`src/rtl/wb_pkg.sv`:
```
// Shared definitions for the MIPS writeback stage: register address width,
// the $zero register, and the layout of one buffered multi-cycle result.
package wb_pkg;

  localparam int REG_ADDR_W = 5;
  localparam logic [REG_ADDR_W-1:0] ZERO_REG = 5'd0;

  // Buffered data field width; N_bits of the writeback unit must not exceed it.
  localparam int DATA_W_MAX = 32;

  typedef struct packed {
    logic                  valid;
    logic [REG_ADDR_W-1:0] dest;
    logic [DATA_W_MAX-1:0] data;
  } wb_entry_t;

endpackage

```
`src/rtl/wb_fifo.sv`:
```
// In-order FIFO for multi-cycle results with kill-by-destination and per-entry
// valid/dest visibility so the writeback stage can report pending writes.
module wb_fifo
  import wb_pkg::*;
#(
  parameter int DEPTH  = 4,
  parameter int N_bits = 32
) (
  input  logic                                 clk,
  input  logic                                 reset,
  input  logic                                 push,
  input  logic [REG_ADDR_W-1:0]                push_dest,
  input  logic [N_bits-1:0]                    push_data,
  input  logic                                 pop,
  input  logic                                 kill,
  input  logic [REG_ADDR_W-1:0]                kill_dest,
  output logic                                 full,
  output logic                                 empty,
  output wb_entry_t                            head,
  output logic [DEPTH-1:0]                     entry_valid,
  output logic [DEPTH-1:0][REG_ADDR_W-1:0]     entry_dest
);

  localparam int PTR_W = $clog2(DEPTH);

  wb_entry_t        mem [DEPTH];
  logic [PTR_W-1:0] rd_ptr;
  logic [PTR_W-1:0] wr_ptr;
  logic [PTR_W:0]   count;

  assign full  = (count == (PTR_W+1)'(DEPTH));
  assign empty = (count == '0);
  assign head  = mem[rd_ptr];

  always_comb begin
    for (int i = 0; i < DEPTH; i++) begin
      entry_valid[i] = mem[i].valid;
      entry_dest[i]  = mem[i].dest;
    end
  end

  // Kill clears only entries already stored; the push written afterwards is newer.
  // A popped slot drops its valid bit so stale slots never look pending.
  always_ff @(posedge clk or negedge reset) begin
    if (!reset) begin
      rd_ptr <= '0;
      wr_ptr <= '0;
      count  <= '0;
      for (int i = 0; i < DEPTH; i++) mem[i] <= '0;
    end else begin
      if (kill) begin
        for (int i = 0; i < DEPTH; i++) begin
          if (mem[i].valid && (mem[i].dest == kill_dest)) mem[i].valid <= 1'b0;
        end
      end
      if (pop && !empty) begin
        mem[rd_ptr].valid <= 1'b0;
        rd_ptr            <= rd_ptr + 1'b1;
      end
      if (push && !full) begin
        mem[wr_ptr].valid <= 1'b1;
        mem[wr_ptr].dest  <= push_dest;
        mem[wr_ptr].data  <= DATA_W_MAX'(push_data);
        wr_ptr            <= wr_ptr + 1'b1;
      end
      case ({push && !full, pop && !empty})
        2'b10:   count <= count + 1'b1;
        2'b01:   count <= count - 1'b1;
        default: count <= count;
      endcase
    end
  end

endmodule

```
`src/rtl/writeback_unit.sv`:
```
// MIPS writeback stage: arbitrates ALU and buffered multi-cycle results onto the
// single register-file write port and flags pending writes. WB_PERF_EN adds a stall counter.
module writeback_unit
  import wb_pkg::*;
#(
  parameter int N_bits = 32,
  parameter int DEPTH  = 4
) (
  input  logic                  clk,
  input  logic                  reset,
  input  logic                  Alu_Valid_i,
  input  logic [REG_ADDR_W-1:0] Alu_Dest_i,
  input  logic [N_bits-1:0]     Alu_Data_i,
  input  logic                  Mc_Valid_i,
  output logic                  Mc_Ready_o,
  input  logic [REG_ADDR_W-1:0] Mc_Dest_i,
  input  logic [N_bits-1:0]     Mc_Data_i,
  output logic                  Reg_Write_o,
  output logic [REG_ADDR_W-1:0] Write_Register_o,
  output logic [N_bits-1:0]     Write_Data_o,
  input  logic [REG_ADDR_W-1:0] Read_Register_1_i,
  input  logic [REG_ADDR_W-1:0] Read_Register_2_i,
  output logic                  Busy_1_o,
  output logic                  Busy_2_o
`ifdef WB_PERF_EN
  ,
  output logic [15:0]           Stall_Count_o
`endif
);

  logic                              fifo_full;
  logic                              fifo_empty;
  wb_entry_t                         fifo_head;
  logic [DEPTH-1:0]                  entry_valid;
  logic [DEPTH-1:0][REG_ADDR_W-1:0]  entry_dest;

  logic                  mc_push;
  logic                  fifo_pop;
  logic                  sel_load;
  logic                  sel_we;
  logic [REG_ADDR_W-1:0] sel_dest;
  logic [N_bits-1:0]     sel_data;
  logic                  fifo_hit_1;
  logic                  fifo_hit_2;

  // Ready comes from the registered count only, so a pop never feeds back into it.
  assign Mc_Ready_o = !fifo_full;
  assign mc_push    = Mc_Valid_i && Mc_Ready_o;
  assign fifo_pop   = !Alu_Valid_i && !fifo_empty;

  wb_fifo #(
    .DEPTH  (DEPTH),
    .N_bits (N_bits)
  ) u_fifo (
    .clk         (clk),
    .reset       (reset),
    .push        (mc_push),
    .push_dest   (Mc_Dest_i),
    .push_data   (Mc_Data_i),
    .pop         (fifo_pop),
    .kill        (Alu_Valid_i && (Alu_Dest_i != ZERO_REG)),
    .kill_dest   (Alu_Dest_i),
    .full        (fifo_full),
    .empty       (fifo_empty),
    .head        (fifo_head),
    .entry_valid (entry_valid),
    .entry_dest  (entry_dest)
  );

  always_comb begin
    sel_load = 1'b0;
    sel_we   = 1'b0;
    sel_dest = Write_Register_o;
    sel_data = Write_Data_o;
    if (Alu_Valid_i) begin
      sel_load = 1'b1;
      sel_we   = (Alu_Dest_i != ZERO_REG);
      sel_dest = Alu_Dest_i;
      sel_data = Alu_Data_i;
    end else if (!fifo_empty) begin
      sel_load = 1'b1;
      sel_we   = fifo_head.valid && (fifo_head.dest != ZERO_REG);
      sel_dest = fifo_head.dest;
      sel_data = fifo_head.data[N_bits-1:0];
    end
  end

  always_ff @(posedge clk or negedge reset) begin
    if (!reset) begin
      Reg_Write_o      <= 1'b0;
      Write_Register_o <= '0;
      Write_Data_o     <= '0;
    end else begin
      Reg_Write_o <= sel_we;
      if (sel_load) begin
        Write_Register_o <= sel_dest;
        Write_Data_o     <= sel_data;
      end
    end
  end

  always_comb begin
    fifo_hit_1 = 1'b0;
    fifo_hit_2 = 1'b0;
    for (int i = 0; i < DEPTH; i++) begin
      if (entry_valid[i] && (entry_dest[i] == Read_Register_1_i)) fifo_hit_1 = 1'b1;
      if (entry_valid[i] && (entry_dest[i] == Read_Register_2_i)) fifo_hit_2 = 1'b1;
    end
  end

  assign Busy_1_o = (Read_Register_1_i != ZERO_REG) &&
                    (fifo_hit_1 || (mc_push && (Mc_Dest_i == Read_Register_1_i)) ||
                     (Reg_Write_o && (Write_Register_o == Read_Register_1_i)));
  assign Busy_2_o = (Read_Register_2_i != ZERO_REG) &&
                    (fifo_hit_2 || (mc_push && (Mc_Dest_i == Read_Register_2_i)) ||
                     (Reg_Write_o && (Write_Register_o == Read_Register_2_i)));

`ifdef WB_PERF_EN
  always_ff @(posedge clk or negedge reset) begin
    if (!reset) begin
      Stall_Count_o <= '0;
    end else if (!fifo_empty && Alu_Valid_i && (Stall_Count_o != 16'hFFFF)) begin
      Stall_Count_o <= Stall_Count_o + 16'd1;
    end
  end
`endif

endmodule

```
`config.mk`:
```
export PLATFORM = sky130hd
export DESIGN_NAME = writeback_unit
export DESIGN_NICKNAME = d
export VERILOG_FILES = /design/src/rtl/wb_pkg.sv /design/src/rtl/wb_fifo.sv /design/src/rtl/writeback_unit.sv
export SDC_FILE = /design/constraint.sdc
export NUM_CORES = 1
export LEC_CHECK = 0
export ABC_AREA = 1
export BUFFER_PORTS_ARGS = -buffer_cell sky130_fd_sc_hd__buf_2
export CAP_MARGIN = 10
export CORE_MARGIN = 3
export CORE_UTILIZATION = 63
export CTS_CLUSTER_SIZE = 30
export DETAILED_ROUTE_END_ITERATION = 7
export GPL_TIMING_DRIVEN = 0
export PLACE_DENSITY = 0.86
export SYNTH_ARGS = -nofsm -noshare
export SYNTH_HDL_FRONTEND = slang
export SYNTH_SLANG_ARGS = --single-unit
```
`constraint.sdc`:
```
create_clock -name clk -period 3.4 [get_ports clk]
set_clock_uncertainty 0.1 [all_clocks]
set_input_delay 0 -clock clk [delete_from_list [all_inputs] [get_ports clk]]
set_output_delay 0 -clock clk [all_outputs]
set_load 0.01 [all_outputs]
```
==> results of run 1 <==
-- placed cells by master (no fill, tap or decap), drive strengths merged, types with 2 or more instances in the layout --
cell,count
a21oi,4
buf,175
clkbuf,45
clkinv,6
dfrtp,197
dlygate4sd3,78
ha,9
inv,92
nand2,392
nand3,29
nor2,154
nor3,5
o21ai,293
o21bai,2
o221ai,5
o22ai,33
xnor2,18
xor2,6
-- critical path, stage by stage (launching register included) --
cell and delay (ns):
dfrtp_1 0.40, nor2_2 0.06, nand2_1 0.23, nand2_1 0.29, inv_2 0.27, ha_1 0.18
inv_1 0.07, fa_1 0.38, a21oi_1 0.14, o21ai_0 0.10, xor2_1 0.16
-- worst max-delay path by stage --
stage / endpoint / slack [ns] / depth (start not counted)
finish: u_fifo.count[2] / 0.90 / 10
global route: u_fifo.count[2] / 0.79 / 10
CTS: u_fifo.count[2] / 0.94 / 10
detailed placement: u_fifo.count[2] / 0.94 / 10
global placement: u_fifo.mem[93] / -0.98 / 1
floorplan: u_fifo.count[2] / 1.42 / 10
-- cell usage after synthesis --
cell type / n
xnor2_1: 18
nor3_1: 5
o21bai_1: 2
nor2_1: 152
fa_1: 1
a21oi_1: 4
nand2_1: 386
buf_6: 25
dfrtp_1: 197
xor2_1: 6
clkbuf_1: 22
inv_2: 3
nand2_4: 1
nor2_4: 1
nor2_2: 1
clkinv_1: 1
o22ai_1: 33
buf_2: 19
o21ai_1: 113
buf_4: 7
ha_1: 9
nand2_2: 5
nand3_1: 29
buf_1: 4
inv_1: 81
inv_4: 1
o221ai_1: 5
nand4_1: 1
o21ai_0: 180
clkbuf_2: 5
-- logic make-up (layout without fill, tap and decap cells) --
logic type | after synthesis | after routing
buf+inv | 168 | 398
simple gates | 581 | 581
fa+ha+maj | 10 | 10
flops | 197 | 197
other cells | 0 | 1
compound gates | 337 | 337
xor+xnor | 24 | 24
-- state kept, by name, indices dropped and copies added (netlist names) --
register,count
Reg_Write_o,1
u_fifo.rd_ptr,2
Write_Register_o,5
u_fifo.entry_dest,20
Write_Data_o,32
u_fifo.mem,128
u_fifo.wr_ptr,2
u_fifo.entry_valid,4
u_fifo.count,3
-- layout make-up --
| class | count | area (um^2) |
|---|---|---|
| diodes | 1 | 2.50 |
| plain buffers | 82 | 552 |
| clock buffers | 18 | 429 |
| clock inverters | 14 | 164 |
| fillers | 1041 | 3050 |
| inverters | 86 | 325 |
| multi-input cells | 952 | 4350 |
| flip-flops and latches | 197 | 4930 |
| well taps | 211 | 264 |
| repair buffers | 198 | 1410 |
-- per-layer routing --
metal,global-route usage (%),vias to the layer above,wire [um]
met2,58.5,813,15800
met5,0,-,0
li1,-,4698,-
met4,21.3,0,1600
met3,6.84,150,3460
met1,49.1,4866,12300
-- power groups by stage --
| stage | sequential, mW | combinational [mW] | clock [mW] |
|---|---|---|---|
| after floorplan | 4.13 | 3.20 | 0 |
| after global placement | 4.18 | 4.51 | 0 |
| after detailed placement | 4.22 | 4.71 | 0 |
| after CTS | 4.21 | 4.85 | 2.03 |
| after global routing | 4.37 | 5.52 | 2.14 |
| final | 4.28 | 5.04 | 2.06 |
==> results.tsv, run 1 <==
metric	value	unit
status	complete, no violations	
layout cells sized above 1	14.2	%
gr usage total	37.3	%
CP max FO	8	
CTS tree	done	
Max Transition Viols Final	0	
Initial DRC Count	1296	
post_cts resized	0	
Ys Warns	0	
via count	10527	
WHS Path Cells	4	
Port Buf Inserts	119	
main combinational cell family by area after synthesis	simple AND/OR/NAND/NOR gates	
Fmax achieved	400	MHz
Clock Latency Late Sink	0.44	ns
Synth area leaders	dfrtp_1, nand2_1, o21ai_0, nor2_1, o21ai_1	
first-pass GRT wire length	52300	um
deepest clock path buffer count	2	
die extent in y	133	um
crit path from	u_fifo.count[0]	
Power Density	916	nW/um^2
DP Area	11100	um^2
final core utilization	80.3	%
Least-Margin Pin Slew	0.849	ns
Synth Register Bits	197	
Hold Vio Cnt, Final	0	
Tmin final	2.50	ns
number of CTS-inserted buffers	17	
worst endpoint required time	3.62	ns
Rel. slew slack	43.4	%
Clk pwr share	18.1	%
total grt overflow	0	
CTS H-Tree Depth	4	
CTS root buf	clkbuf_16	
Leak	6.15	nW
switching power	5.02	mW
Synth Cell Area	10200	um^2
Int Pwr	6.36	mW
reg2reg end	u_fifo.count[2]	
die area	17700	um^2
Placement Setup Slack	0.938	ns
hold_ws	0.0630	ns
Antenna Violating Nets Remaining	0	
xor-xnor portion of the synthesized cell area	2.07	%
Reg2Reg Setup Slack	0.90	ns
Worst-path clk slew	0.07	ns
mux cell area share after synthesis	0	%
Wirelength per Cell	18.8	um
CTS Hold Buffers Added	78	
Final TNS setup	0	ns
Detailed Place HPWL	20800	um
RD Place Congestion	1.00	
Avg Inst Size Synth	7.71	um^2
compound-cell area share of the yosys netlist	17.2	%
Setup Fix Bufs, Post-CTS	0	
vias per inst	5.98	
Overall Power	11.4	mW
First-pass DRT Iterations	8	
Synth Area in Simple Gates	22.2	%
post-synth top area share	48.5	%
PnR worst setup slack	0.899	ns
Hold Path End	Write_Data_o[1]	
DRC viols	0	
# rows	45	
Final Instance Area	12400	um^2
largest area contributor in the netlist	dfrtp_1	
maximum VDD drop	0.000693	V
final wirelength	33100	um
RSZ-0062 raised after global routing	no	
Setup Viol. Count Final	0	
post-synthesis adder-cell area fraction	1.31	%
crit start category	flip-flop	
Mapped Cells	1317	
vias in the first global route	10313	
area delta synth->final	22.4	%
synthesized net count	1415	
R2R cell count	10	
Layout Cells excl Fill	1759	
Starting Density	65.6	%
Worst Hold Class	input pin to flip-flop	
largest net degree at the start of global routing	114	
I/O pin cnt	129	
Max-Cap Viols	0	
Die Span X	133	um
crit path kind	flip-flop to flip-flop	
Comb pwr share	44.3	%
Placed Cells	1648	
Switching Share	44.1	%
CP arrival	2.72	ns
Critical Path Sink Type	flip-flop	
nets	1632	
fin crit share	73.5	%
Critical R2R Launch	u_fifo.count[0]	
initial antenna violation count	0	
core box area	15500	um^2
Seq/Total Area, Yosys	48.5	%
hold_sp	Alu_Valid_i	
Clock Sinks	197	
Synth cell types	30	
Reg power frac	37.6	%
Power figures use the tool's default switching activity.
==> inputs of run 2 (changes only) <==
--- a/config.mk
+++ b/config.mk
@@ -9,11 +9,11 @@
 export BUFFER_PORTS_ARGS = -buffer_cell sky130_fd_sc_hd__buf_2
 export CAP_MARGIN = 10
 export CORE_MARGIN = 3
-export CORE_UTILIZATION = 63
+export CORE_UTILIZATION = 53
 export CTS_CLUSTER_SIZE = 30
 export DETAILED_ROUTE_END_ITERATION = 7
 export GPL_TIMING_DRIVEN = 0
-export PLACE_DENSITY = 0.86
+export PLACE_DENSITY = 0.77
 export SYNTH_ARGS = -nofsm -noshare
 export SYNTH_HDL_FRONTEND = slang
 export SYNTH_SLANG_ARGS = --single-unit
==> constraint.sdc (replaced) <==
create_clock -name clk -period 2.2 [get_ports clk]
set_clock_uncertainty 0.1 [all_clocks]
set_input_delay 0 -clock clk [delete_from_list [all_inputs] [get_ports clk]]
set_output_delay 0 -clock clk [all_outputs]
set_load 0.01 [all_outputs]
==> run 2 against run 1 <==
  * Routed wire length shrank 4.6%
  * Sequential power grew 53%
  * First-iteration DRC count shrank 22%
  * Combinational power grew 51%
  * Sequential share of layout area shrank 0.36 points
  * Cell area grew 0.92%
  * Critical path depth shrank 3
  * Flip-flop and latch count is the same
  * Hold slack gained 0.22 ns
==> results.tsv, run 2 (same netlist as run 1, synthesis figures left out) <==
metric	value	unit	change
status	complete, no violations		unchanged
Max-Cap Viols	0		unchanged
WHS Path Cells	4		unchanged
register area	4930	um^2	unchanged
Biggest register	u_fifo.mem		unchanged
gr usage total	31.2	%	was 37.3%
core box area	18400	um^2	was 15,500 um^2
Worst Hold Class	input pin to flip-flop		unchanged
# fillers	1515		was 1,041
CP arrival	2.32	ns	was 2.72 ns
vias in the first global route	9724		was 10,313
Wirelength per Cell	17.8	um	was 18.8 um
layout cells sized above 1	14.5	%	was 14.2%
final core utilization	68.2	%	was 80.3%
CP max FO	10		was 8
First-pass DRT Iterations	7		was 8
area of the multi-input gates	4380	um^2	was 4350 um^2
number of CTS-inserted buffers	17		unchanged
Critical Path Sink Type	flip-flop		unchanged
CTS root buf	clkbuf_16		unchanged
Detailed Place HPWL	21300	um	was 20,800 um
# rows	49		was 45
Port Buf Inserts	119		unchanged
maximum VDD drop	0.000758	V	was 0.000693 V
most frequent cells in the layout	nand2_1, dfrtp_1, o21ai_0		unchanged
DRC viols	0		unchanged
Fmax achieved	475	MHz	was 400 MHz
die area	20900	um^2	was 17,700 um^2
largest net degree at the start of global routing	73		was 114
Die Span X	144	um	was 133 um
vias per inst	5.62		was 5.98
Setup Viol. Count Final	0		unchanged
crit path kind	flip-flop to flip-flop		unchanged
Worst-path clk slew	0.07	ns	about the same
commonest non-fill, non-tap cell in the layout	nand2_1		unchanged
Final TNS setup	0	ns	unchanged
Power Density	1380	nW/um^2	was 916 nW/um^2
CTS H-Tree Depth	4		unchanged
Initial DRC Count	1007		was 1,296
final wirelength	31600	um	was 33,100 um
Leak	6.18	nW	was 6.15 nW
Clock Sinks	197		unchanged
fin crit share	95.6	%	was 73.5%
die extent in y	144	um	was 133 um
deepest clock path buffer count	2		unchanged
max FFs per register	128		unchanged
via count	10010		was 10,527
Least-Margin Pin Slew	0.613	ns	was 0.849 ns
RD Place Congestion	0.962		was 1.00
first-pass GRT wire length	50600	um	was 52,300 um
CTS tree	done		unchanged
Max Transition Viols Final	0		unchanged
RSZ-0062 raised after global routing	yes		was no
area delta synth->final	23.5	%	was 22.4%
Hold Vio Cnt, Final	0		unchanged
crit start category	flip-flop		unchanged
I/O pin cnt	129		unchanged
Clock Latency Late Sink	0.43	ns	was 0.44 ns
Starting Density	55.2	%	was 65.6%
total grt overflow	0		unchanged
Rel. slew slack	59.1	%	was 43.4%
nets	1635		was 1,632
initial antenna violation count	0		unchanged
worst endpoint required time	2.42	ns	was 3.62 ns
hold_ws	0.286	ns	was 0.0630 ns
Antenna Violating Nets Remaining	0		unchanged
R2R cell count	7		was 10
Tmin final	2.10	ns	was 2.50 ns
## run 2: cell types whose count changed in the layout (fill, tap and decap cells not counted), sizes merged
cell	delta
clkinvlp	+4
inv	-4
clkbuf	+3
clkinv	-3
buf	+1
bufinv	+1
dlygate4sd3	+1
## run 2: path summary, 6_finish.rpt
kind                                         endpoint             start  slack, ns
worst max-delay path                  Write_Data_o[0]  u_fifo.rd_ptr[0]        0.1
worst min-delay path                 Write_Data_o[10]    Alu_Data_i[10]       0.29
worst max register to register        Write_Data_o[0]  u_fifo.rd_ptr[0]        0.1
worst min register to register         u_fifo.mem[87]    u_fifo.mem[87]       0.38
max in group asynchronous       u_fifo.entry_dest[16]             reset       0.45
min in group asynchronous             u_fifo.mem[123]             reset       0.50
## run 2: power by group
part	internal, mW	switching [mW]	leakage [nW]
clock	1.76	1.42	0.282
combinational	2.91	4.71	3.46
sequential	5.32	1.21	2.44
## run 2: routing by layer
metal | share of wire, % | global-route usage (%) | vias to the layer above | wire, um
li1 | - | - | 4690 | -
met1 | 41 | 42.4 | 4772 | 13100
met2 | 49 | 51.1 | 486 | 15400
met3 | 7.6 | 5.29 | 62 | 2390
met4 | 2.3 | 10.4 | 0 | 726
met5 | 0 | 0 | - | 0
## run 2: repair_timing
action	in CTS	in global routing
cloned	0	0
endpoints found under the setup margin	2	2
buffers inserted	0	2
hold buffers	79	0
gates resized for setup	4	9
hold endpoints to repair	315	0
## run 2: critical path: stages, from the launching register on
cell,delay [ns]
dfrtp_1,0.40
clkbuf_4,0.18
buf_2,0.20
o21ai_0,0.25
o22ai_1,0.11
nor2_1,0.13
o21ai_1,0.06
dlygate4sd3_1,0.55
## run 2: cell type report
class                   instances  area share, %
flip-flops and latches        197           39.3
multi-input cells             952           34.9
repair buffers                202           11.7
plain buffers                  81           4.37
clock buffers                  20           3.64
inverters                      86           2.66
well taps                     229           2.28
clock inverters                12           1.13
diodes                          1         0.0199
## run 2: through the flow
step                setup WS (ns)  cells  total power [mW]  area, um^2
global route             -0.00872   1779              18.6       12500
CTS                        0.0289   1778              17.1       12500
floorplan                   0.219   1317              11.3       10200
global placement            -2.25   1665              13.5       11000
finish                     0.0958   1780              17.3       12500
detailed placement         -0.316   1667              13.8       11100
